`config.mk`:
```
export PLATFORM = sky130hd
export DESIGN_NAME = spike_scheduler
export DESIGN_NICKNAME = d
export VERILOG_FILES = /design/src/rtl/spike_scheduler_pkg.sv /design/src/rtl/spike_scheduler_phase.sv /design/src/rtl/spike_scheduler.sv
export SDC_FILE = /design/constraint.sdc
export NUM_CORES = 1
export LEC_CHECK = 0
export BUFFER_PORTS_ARGS = -buffer_cell sky130_fd_sc_hd__buf_2
export CAP_MARGIN = 20
export CORE_ASPECT_RATIO = 2
export CORE_MARGIN = 3
export CORE_UTILIZATION = 38
export CTS_CLUSTER_SIZE = 28
export DETAILED_ROUTE_END_ITERATION = 6
export MAX_ROUTING_LAYER = met4
export SKIP_LAST_GASP = 1
export SLEW_MARGIN = 20
export SYNTH_ARGS = -nofsm -noshare
export SYNTH_HDL_FRONTEND = slang
export SYNTH_SLANG_ARGS = --single-unit
export TNS_END_PERCENT = 100
```
`constraint.sdc`:
```
create_clock -name frame_clk -period 1.96 [get_ports frame_clk]
set_input_delay 0.392 -clock frame_clk [delete_from_list [all_inputs] [get_ports frame_clk]]
set_output_delay 0.392 -clock frame_clk [all_outputs]
set_load 0.01 [all_outputs]
```
`src/rtl/spike_scheduler_pkg.sv`:
```
// spike_pkg: shared constants and types for the spike hazard controller.
//   N_SPIKE      number of spikes on the level
//   CNT_W        phase counter width (MSB = lethal half, next 3 bits = frame)
//   ROW/COL      spike tile positions (left tile of the 2-wide sprite)
//   PHASE        per-spike counter value loaded at reset
//   state_e      contact FSM states
//   lowest_set() priority encoder, lowest set bit wins
package spike_pkg;

  localparam int N_SPIKE = 3;
  localparam int IDX_W   = 2;
  localparam int CNT_W   = 7;
  localparam int POS_W   = 10;
  localparam int FRAME_W = 3;
  localparam int HC_W    = 4;
  localparam int COOL_W  = 8;

  // Element i of each packed array belongs to spike i.
  localparam logic [N_SPIKE-1:0][POS_W-1:0] ROW   = {10'd29, 10'd23, 10'd12};
  localparam logic [N_SPIKE-1:0][POS_W-1:0] COL   = {10'd20, 10'd25, 10'd10};
  localparam logic [N_SPIKE-1:0][CNT_W-1:0] PHASE = {7'h00, 7'h12, 7'h28};

  typedef enum logic {
    ST_ARMED    = 1'b0,
    ST_COOLDOWN = 1'b1
  } state_e;

  function automatic logic [IDX_W-1:0] lowest_set(input logic [N_SPIKE-1:0] v);
    lowest_set = '0;
    for (int i = N_SPIKE - 1; i >= 0; i--) begin
      if (v[i]) lowest_set = IDX_W'(i);
    end
  endfunction

endpackage

```
`src/rtl/spike_scheduler_phase.sv`:
```
// spike_phase: free-running phase counter for one spike.
//   frame_clk  frame-rate clock
//   rst_n      synchronous active-low reset, loads PHASE_INIT
//   run        count enable; 0 holds the counter
//   frame      animation frame, 0 during the safe half
//   harm       high during the lethal half (counter MSB)
module spike_phase
  import spike_pkg::*;
#(
  parameter logic [CNT_W-1:0] PHASE_INIT = '0
) (
  input  logic               frame_clk,
  input  logic               rst_n,
  input  logic               run,
  output logic [FRAME_W-1:0] frame,
  output logic               harm
);

  logic [CNT_W-1:0] cnt_q, cnt_d;

  // Natural binary wrap gives the 127 -> 0 rollover.
  always_comb begin
    cnt_d = cnt_q;
    if (run) cnt_d = cnt_q + 1'b1;
  end

  always_ff @(posedge frame_clk) begin
    if (!rst_n) cnt_q <= PHASE_INIT;
    else        cnt_q <= cnt_d;
  end

  assign harm  = cnt_q[CNT_W-1];
  assign frame = harm ? cnt_q[CNT_W-2 -: FRAME_W] : '0;

endmodule

```
`src/rtl/spike_scheduler.sv`:
```
// spike_scheduler: animation phase and player-contact control for the
// level's spike hazards.
//   frame_clk     frame-rate clock
//   RESET_N       synchronous active-low reset
//   run           game active; 0 freezes counters and FSM
//   player_row    player tile row
//   player_col    player tile column
//   player_valid  player position meaningful
//   frame         per-spike animation frame
//   harm          per-spike lethal flag
//   hit           one-cycle damage pulse
//   hit_idx       spike that caused the most recent hit
//   invuln        high for the whole invulnerability window
//   hit_count     saturating hit count since reset
module spike_scheduler
  import spike_pkg::*;
#(
  parameter int COOLDOWN = 60
) (
  input  logic                             frame_clk,
  input  logic                             RESET_N,
  input  logic                             run,
  input  logic [POS_W-1:0]                 player_row,
  input  logic [POS_W-1:0]                 player_col,
  input  logic                             player_valid,
  output logic [N_SPIKE-1:0][FRAME_W-1:0]  frame,
  output logic [N_SPIKE-1:0]               harm,
  output logic                             hit,
  output logic [IDX_W-1:0]                 hit_idx,
  output logic                             invuln,
  output logic [HC_W-1:0]                  hit_count
);

  localparam logic [COOL_W-1:0] COOL_LOAD = COOL_W'(COOLDOWN - 1);

  for (genvar g = 0; g < N_SPIKE; g++) begin : g_phase
    spike_phase #(
      .PHASE_INIT (PHASE[g])
    ) u_phase (
      .frame_clk (frame_clk),
      .rst_n     (RESET_N),
      .run       (run),
      .frame     (frame[g]),
      .harm      (harm[g])
    );
  end

  state_e              state_q, state_d;
  logic [COOL_W-1:0]   cool_cnt_q, cool_cnt_d;
  logic                hit_q, hit_d;
  logic [IDX_W-1:0]    hit_idx_q, hit_idx_d;
  logic                invuln_q, invuln_d;
  logic [HC_W-1:0]     hit_count_q, hit_count_d;
  logic [N_SPIKE-1:0]  overlap;

  // The sprite covers its anchor tile and the one to its right.
  always_comb begin
    overlap = '0;
    for (int i = 0; i < N_SPIKE; i++) begin
      overlap[i] = player_valid & harm[i] & (player_row == ROW[i]) &
                   ((player_col == COL[i]) | (player_col == COL[i] + POS_W'(1)));
    end
  end

  always_comb begin
    state_d     = state_q;
    cool_cnt_d  = cool_cnt_q;
    hit_d       = 1'b0;
    hit_idx_d   = hit_idx_q;
    invuln_d    = invuln_q;
    hit_count_d = hit_count_q;
    unique case (state_q)
      ST_ARMED: begin
        if (run && (|overlap)) begin
          state_d    = ST_COOLDOWN;
          hit_d      = 1'b1;
          hit_idx_d  = lowest_set(overlap);
          cool_cnt_d = COOL_LOAD;
          invuln_d   = 1'b1;
          if (hit_count_q != '1) hit_count_d = hit_count_q + 1'b1;
        end
      end
      ST_COOLDOWN: begin
        // Overlaps are ignored here, including on the final window cycle.
        if (run) begin
          if (cool_cnt_q == '0) begin
            state_d  = ST_ARMED;
            invuln_d = 1'b0;
          end else begin
            cool_cnt_d = cool_cnt_q - 1'b1;
          end
        end
      end
      default: state_d = ST_ARMED;
    endcase
  end

  always_ff @(posedge frame_clk) begin
    if (!RESET_N) begin
      state_q     <= ST_ARMED;
      cool_cnt_q  <= '0;
      hit_q       <= 1'b0;
      hit_idx_q   <= '0;
      invuln_q    <= 1'b0;
      hit_count_q <= '0;
    end else begin
      state_q     <= state_d;
      cool_cnt_q  <= cool_cnt_d;
      hit_q       <= hit_d;
      hit_idx_q   <= hit_idx_d;
      invuln_q    <= invuln_d;
      hit_count_q <= hit_count_d;
    end
  end

  assign hit       = hit_q;
  assign hit_idx   = hit_idx_q;
  assign invuln    = invuln_q;
  assign hit_count = hit_count_q;

endmodule
```
# Yosys cells after proc, flatten, opt, wreduce, memory -nomap -nowiden
# Cells that the tools add are included.
# word_totals
register_bits	38
latchBits	0
mem_bits_rw	0
romBits	0
in_bits	24
output_inout_bits	20
wordCells	68
memories	0
# op_classes
add_sub_neg	5
mul	0
div	0
order_cmp	0
eq_ne	14
shifts	0
mux	18
bitwise	14
n_reduce_logical	8
# op_table
cell	count
10-bit by 5-bit == test with 1-bit output (second input constant)	6
10-bit by 4-bit == test with 1-bit output (second input constant)	3
8-bit 2-to-1 mux	3
7-bit by 1-bit adder with 7-bit output (second input constant)	3
8-bit one-hot mux with 2 select lines	1
1-bit AND	9
3-bit 2-to-1 mux	3
3-bit AND reduction	3
8-bit logical NOT	1
8-bit by 1-bit subtractor with 8-bit output (second input constant)	1
1-bit 2-to-1 mux	6
2-bit 2-to-1 mux	3
2-bit != test (second input constant)	3
4-bit by 1-bit adder with 4-bit output (second input constant)	1
4-bit != test (second input constant)	1
1-bit one-hot mux with 2 select lines	2
1-bit OR	3
3-bit OR reduction	1
2-bit by 1-bit != test with 1-bit output (second input constant)	1
1-bit NOT	2
2-bit AND reduction	1
2-bit OR reduction	1
1-bit logical AND	1

# Longest topological paths before layout
# Gate-level depths: netlist of run 1.
# depth
depth_word	7
depth_mapped	7
mapped_depth_nobuf	7

# Hierarchy
# Synthesis of run 1 repeated with hierarchy kept, for this count alone.
# unflattened
cells_unflattened	231
area_unflattened_um2	2077.0
# modules_own_cells
mod	instances	cells_each	area_per_inst_um2	seq_area_each_um2
spike_scheduler	1	133	1133.6	340.3
spike_phase (g_phase[1].u_phase)	1	34	324.1	140.1
spike_phase (g_phase[0].u_phase)	1	32	310.3	140.1
spike_phase (g_phase[2].u_phase)	1	32	309.0	140.1

# Worst setup path before layout of run 1
# No wires, ideal clock.
# synth_path
path_type	input port to flip-flop
start	input port player_row[5]
end	register hit_count_q[0], in the netlist hit_count[0]
setup_ns	0.072
arrival_ns	1.822
t_required_ns	1.888
setup_slack_ns	0.067
cell_stages	4
n_path_buf	0
cell_sequence	or4b_1 > or4_1 > o21ai_2 > mux2i_1
# synth_via
elab_chain_cells	6
word_cells_on_any_way	12
classes_between	eq/ne: 3; bitwise: 6; reduce/logical: 3
# synth_rtl
item	line	text
start, declared	spike_scheduler.sv:23	input logic [POS_W-1:0] player_row,
10-bit by 4-bit == test with 1-bit output / 10-bit by 5-bit == test with 1-bit output (equally long branches)	spike_scheduler.sv:60	overlap[i] = player_valid & harm[i] & (player_row == ROW[i]) &
1-bit AND (2 in a row)	spike_scheduler.sv:60	
3-bit OR reduction *	spike_scheduler.sv:74	if (run && (|overlap)) begin
1-bit logical AND *	spike_scheduler.sv:74	
3-bit AND reduction (no source line) *	--	
end signal, assigned	spike_scheduler.sv:112	hit_count_q <= hit_count_d;
end, declared	spike_scheduler.sv:53	logic [HC_W-1:0] hit_count_q, hit_count_d;
# Mark *: on every way between the ends. The rest lies on a longest branch, timed or not.
# A chain may end at the register's enable or synchronous reset.

# Worst setup path after layout of run 1
# layout_path
start	register cool_cnt_q[4]
end	register cool_cnt_q[3]
# layout_via
elab_chain_cells	3
# layout_rtl
item	line	text
start, declared	spike_scheduler.sv:49	logic [COOL_W-1:0] cool_cnt_q, cool_cnt_d;
start signal, assigned	spike_scheduler.sv:108	cool_cnt_q <= cool_cnt_d;
8-bit logical NOT	spike_scheduler.sv:86	if (cool_cnt_q == '0) begin
2-bit != test (no source line)	--	
3-bit AND reduction (no source line)	--	
# No other way between the ends.

==> flow_metrics.py, run 1 <==
metrics = {
    "status": {
        "status": "finished clean",
    },
    "synthesis": {
        "async_flop_share": 0,
        "synth-xor-area-share": 0.0654,
        "yosysTopAreaCell": "dfxtp_1",
        "synthesis.instances": 233,
        "netlist.area_leader.share": 0.379,
        "yosysWarnings": 0,
        "syn_area_sq_mm": 0.00201,
        "muxShareOfSynthArea": 0.0249,
        "ys_ff_latch": 38,
        "synth_top_family_by_area": "simple AND/OR/NAND/NOR gates",
        "syn_area_per_cell_sq_um": 8.62,
        "ys_types": 53,
        "synth_compound_area_frac": 0.166,
        "yosys-top-cells-area": "dfxtp_1 38%, nand2_1 3.9%, nor2_1 3.9%",
        "yosysSeqAreaShare": 0.379,
        "synth-simple-area-share": 0.293,
        "synth-main-ff-cell": "dfxtp_1",
        "synth_adder_area_share": 0.0312,
        "syn_nets": 262,
        "synth_edf_count": 0,
    },
    "detailed_routing": {
        "drtPass1Iterations": 4,
        "wl_per_cell_um": 13.6,
        "viasPerCell": 5.37,
        "vias": 1848,
        "ant_nets": 0,
        "drc_errors": 0,
        "drtIter0Drc": 31,
        "wirelength_um": 4670,
    },
    "floorplanning": {
        "pin_count": 44,
        "rows": 36,
        "die_y_um": 109,
        "core_area_sq_mm": 0.00500,
        "fp.dieW_um": 57.4,
        "start_util": 0.402,
        "dieArea_sq_mm": 0.00625,
    },
    "worst_setup_path": {
        "end_kind": "flop",
        "cp_slowest_cell": "or3_4",
        "cp-startpoint": "cool_cnt_q[4]",
        "worstPathRequired_ns": 2.15,
        "critPathArrivalTime_ns": 2.04,
        "cp_cell_sequence": "or3_4 -> o41ai_4 -> o41a_2 -> nand2_2 -> o2111a_1",
        "worstSetupStartpointType": "flop",
        "r2r-start": "cool_cnt_q[4]",
        "setup.worst_path.class": "flop to flop",
        "critPathMaxFanout": 6,
        "max_stage_delay_ns": 0.42,
    },
    "global_route": {
        "grt_pass1_vias": 1852,
        "grt_use_total": 0.165,
        "grt_max_degree": 17,
        "gr-total-overflow": 0,
        "antenna_found_initial": 0,
        "grt_pass1_wl_um": 7830,
    },
    "cells_and_area": {
        "antenna_cells": 0,
        "layout_common_cells": "43 x buf_2, 38 x dfxtp_1, 21 x nand2_1, 21 x nor2_1, 13 x buf_4",
        "nNetsFinal": 315,
        "fin_area_sq_mm": 0.00243,
        "area_growth_pct": 21.2,
        "nFillCells": 507,
        "drive_above_1_share": 0.240,
        "final_core_util": 0.487,
        "final_common_cell": "buf_2",
    },
    "place": {
        "postPlaceCellArea_sq_mm": 0.00234,
        "dpl.hpwl_um": 3670,
        "numPortBuffers": 43,
        "place_congestion": 0.812,
    },
    "worst_hold_path": {
        "hp-class": "input pin to flop",
        "worstHoldStart": "RESET_N",
    },
    "sta": {
        "clock_skew_ns": 0.00872,
        "grt_setup_unrepaired": "no",
        "slew_viol_final": 0,
        "hold_slack_ns": 0.414,
        "max-slew-margin-rel": 0.736,
        "final-hold-violation-count": 0,
        "setup_viol": 0,
        "tightest_slew_ns": 0.391,
        "fmax_ghz": 0.539,
        "min_period_ns": 1.85,
        "timing.final.crit_share": 0.946,
    },
    "pwr": {
        "leakage_nw": 1.02,
        "power.share.clock": 0.378,
        "share_comb_of_total_power": 0.080,
        "vdd_drop_max_v": 0.000579,
        "p_switching_uw": 350,
        "switching_share": 0.237,
        "total_power_mw": 1.48,
        "seq_power_share": 0.541,
        "power_density_mw_per_mm2": 607,
        "internal-power_mw": 1.13,
    },
    "clocking": {
        "clockBufferDepth": 2,
        "cts_buffers": 5,
        "holdBufCountCts": 0,
        "post_cts_buffers": 0,
        "clock_sinks": 38,
        "tritoncts": "done",
        "clk_pin_slew_ns": 0.08,
        "cts_root_buf": "clkbuf_8",
        "post_cts_resized": 0,
        "clk_latency_ns": 0.29,
        "cts.htree.levels": 2,
    },
    "job": {
        "maxCapViolCount": 0,
    },
}
==> critical path: cells and delay by family (launching register included) <==
kind | cells | cell delay, ns
flops | 1 | 0.33
simple gates | 2 | 0.54
compound gates | 3 | 0.88
==> power groups by stage <==
stage                     registers, mW  clock network (mW)  logic, mW
after floorplan                   0.815                   0     0.0694
after global placement            0.817                   0      0.118
after detailed placement          0.818                   0      0.119
after CTS                         0.799               0.580      0.120
after global routing              0.802               0.609      0.137
final                             0.800               0.559      0.118
==> cells in the mapped netlist (3+ instances only) <==
master,number
a21oi_1,11
a31oi_1,3
and2_1,10
and4_1,3
buf_4,3
clkbuf_1,4
dfxtp_1,38
ha_1,5
inv_1,7
mux2i_1,5
nand2_1,21
nand3_1,9
nand4_1,5
nor2_1,21
nor3_1,7
nor4_1,4
nor4bb_1,3
o21a_1,3
o21ai_0,9
or3_1,8
xnor2_1,6
xor2_1,9
==> flip-flops by register name (all words and copies together) (netlist names) <==
name and flops:
hit 1, hit_count 4, cool_cnt_q 8, state_q 1, invuln 1, hit_idx 2
g_phase.u_phase.cnt_q 21
==> per-layer routing <==
metal / track usage / routed length (um)
met1: 0.152 / 1760
met2: 0.318 / 2670
met3: 0.0273 / 137
met4: 0.0713 / 100
met5: - / 0
==> path summary, 6_finish.rpt <==
kind / depth (start not counted) / endpoint / slack [ns]
max: 5 / cool_cnt_q[3] / 0.11
min: 2 / g_phase[0].u_phase.cnt_q[3] / 0.41
max reg2reg: 5 / cool_cnt_q[3] / 0.11
min reg2reg: 2 / invuln / 0.50
==> cells by family (layout without fill, tap and decap cells) <==
kind of cell | after synthesis | after routing
and+or+nand+nor | 106 | 106
buffers and inverters | 18 | 72
adders and majority gates | 5 | 5
muxes | 5 | 5
xor gates and xnor gates | 15 | 15
DFF | 38 | 38
AOI/OAI and AO/OA | 46 | 46
==> layout make-up <==
cell class | count | area, sq um | area share
clock buffer | 7 | 86.3 | 0.0355
multi-input combinational | 177 | 1170 | 0.480
clock inverter | 1 | 5.00 | 0.00206
inverter | 8 | 30.0 | 0.0123
timing repair buffer | 56 | 313 | 0.129
sequential | 38 | 761 | 0.313
tap | 57 | 71.3 | 0.0293
==> per-stage QoR <==
step | setup slack, ns | TNS (ns) | cells
after floorplan | 0.0666 | 0 | 233
after global placement | -0.114 | -0.626 | 336
after detailed placement | -0.143 | -0.676 | 336
after CTS | 0.0945 | 0 | 344
after global routing | 0.00406 | 0 | 344
final | 0.105 | 0 | 344
Power figures use the tool's default switching activity.
==> run 2, diff against run 1 <==
- CTS_CLUSTER_DIAMETER: unset -> 120
- clock period: 1.96 -> 1.6 ns (I/O delays scaled with it)
==> run 2 against run 1 <==
Against the previous run:
- the run now ends with setup timing left
- first-iteration DRC count rose by 68%
- die area unchanged
- via count rose by 10%
- critical path depth unchanged
- non-clock buffer count increased by 31
- clock power grew 76%
- sequential power increased by 22%
- register-to-register slack worse by 0.23 ns
- flip-flop and latch count stayed put
- largest cell class unchanged
==> flow_metrics.py, run 2 (synthesized netlist as in run 1, its figures left out) <==
metrics = {
    "clocking": {
        "clock_sinks": 38,
        "cts.htree.levels": 2,
        "cts_root_buf": "clkbuf_8",
        "clockBufferDepth": 2,
        "clk_latency_ns": 0.29,
        "clk_pin_slew_ns": 0.08,
        "cts_buffers": 5,
        "holdBufCountCts": 0,
        "tritoncts": "done",
    },
    "status": {
        "violations": "setup timing",
        "status": "finished with violations",
    },
    "cells_and_area": {
        "nFillCells": 466,
        "nNetsFinal": 346,
        "antenna_cells": 0,
        "layout_common_cells": "42 x buf_4, 41 x buf_2, 32 x dfxtp_1",
        "final_common_cell": "buf_4",
        "drive_above_1_share": 0.421,
        "final_core_util": 0.591,
        "largest-register": "g_phase.u_phase.cnt_q",
        "area_growth_pct": 47.2,
        "largest_reg_flops": 21,
    },
    "detailed_routing": {
        "drtIter0Drc": 52,
        "viasPerCell": 5.42,
        "drtPass1Iterations": 4,
        "drc_errors": 0,
        "wirelength_um": 5560,
        "ant_nets": 0,
        "wl_per_cell_um": 14.8,
        "vias": 2033,
    },
    "sta": {
        "timing.final.crit_share": 1.08,
        "slew_viol_final": 0,
        "setup_tns_ns": -0.813,
        "setup_viol": 12,
        "final-hold-violation-count": 0,
        "fmax_ghz": 0.578,
        "clock_skew_ns": 0.00700,
        "min_period_ns": 1.73,
        "max-slew-margin-rel": 0.703,
        "tightest_slew_ns": 0.443,
        "grt_setup_unrepaired": "yes",
        "final.setup.worst_slack_ns": -0.129,
    },
    "global_route": {
        "grt_use_total": 0.197,
        "antenna_found_initial": 0,
        "gr-total-overflow": 0,
        "grt_max_degree": 28,
        "grt_pass1_vias": 2049,
        "grt_pass1_wl_um": 9390,
    },
    "pwr": {
        "internal-power_mw": 1.68,
        "power_density_mw_per_mm2": 726,
        "leakage_nw": 1.25,
        "seq_power_share": 0.456,
        "share_comb_of_total_power": 0.085,
        "vdd_drop_max_v": 0.000588,
        "p_switching_uw": 467,
        "power.share.clock": 0.459,
        "switching_share": 0.218,
    },
    "worst_setup_path": {
        "worstSetupStartpointType": "flop",
        "critPathArrivalTime_ns": 1.92,
        "cp_cell_sequence": "or3_4 -> o41ai_4 -> o41a_4 -> nand2_4 -> o2111a_1",
        "max_stage_delay_ns": 0.40,
        "cp_slowest_cell": "or3_4",
        "setup.worst_path.class": "flop to flop",
        "critPathMaxFanout": 6,
        "worstPathRequired_ns": 1.79,
        "cp-startpoint": "cool_cnt_q[6]",
        "r2r-start": "cool_cnt_q[6]",
        "end_kind": "flop",
    },
    "floorplanning": {
        "die_y_um": 109,
        "fp.dieW_um": 57.4,
        "dieArea_sq_mm": 0.00625,
        "core_area_sq_mm": 0.00500,
        "rows": 36,
        "start_util": 0.402,
        "pin_count": 44,
    },
    "place": {
        "place_congestion": 0.875,
        "numPortBuffers": 43,
        "dpl.hpwl_um": 4180,
    },
    "worst_hold_path": {
        "hp-class": "input pin to flop",
        "worstHoldStart": "RESET_N",
    },
    "job": {
        "maxCapViolCount": 0,
    },
}
## run 2: cell count changes in the layout (fill, tap and decap cells not counted), sizes merged
cell    delta
bufinv     +2
buf       +31
clkbuf     -2
## run 2: path summary, 6_finish.rpt
kind,to,slack (ns),cells past startpoint
max reg2reg,cool_cnt_q[3],-0.13,5
min reg2reg,invuln,0.48,2
min,g_phase[1].u_phase.cnt_q[1],0.42,3
max,cool_cnt_q[3],-0.13,5
## run 2: critical path, delay by kind of cell (launching register included)
family | cells | cell delay, ns
AOI/OAI and AO/OA | 3 | 0.83
DFF | 1 | 0.32
and+or+nand+nor | 2 | 0.48
## run 2: final cells by class
type	count	area [sq um]	share of cell area
Clock inverter	3	68.8	0.0233
Timing Repair Buffer	87	569	0.193
Multi-Input combinational cell	177	1380	0.467
Tap cell	57	71.3	0.0241
Sequential cell	38	768	0.260
Inverter	8	30.0	0.0102
Clock buffer	5	68.8	0.0233
## run 2: per-stage QoR
stage | setup WS, ns | power, mW | area [sq um] | instances | hold slack (ns)
2_1_floorplan | -0.0723 | 1.09 | 2080 | 233 | 0.458
3_3_place_gp | -0.297 | 1.16 | 2600 | 361 | 0.469
3_5_place_dp | -0.318 | 1.16 | 2600 | 361 | 0.471
4_1_cts | -0.147 | 2.17 | 2880 | 372 | 0.404
5_1_grt | -0.179 | 2.24 | 2960 | 375 | 0.414
6_report | -0.129 | 2.15 | 2960 | 375 | 0.421
## run 2: timing repair
item / in CTS / in global routing
buffers inserted: 3 / 3
gates resized for setup: 23 / 19
pin swaps: 9 / 10
setup endpoints to repair: 13 / 15
## run 2: power groups by stage
stage          Clock (mW)  Combinational, mW  Sequential [mW]
2_1_floorplan           0             0.0873            0.998
3_3_place_gp            0              0.156             1.00
3_5_place_dp            0              0.160             1.00
4_1_cts              1.01              0.176            0.980
5_1_grt              1.05              0.206            0.982
6_report            0.985              0.182            0.979
## run 2: routing by layer
layer	vias up	share of wire	GRT usage
li1	1011	-	-
met1	982	0.34	0.184
met2	33	0.62	0.388
met3	7	0.028	0.0332
met4	0	0.016	0.0663
met5	-	0	-
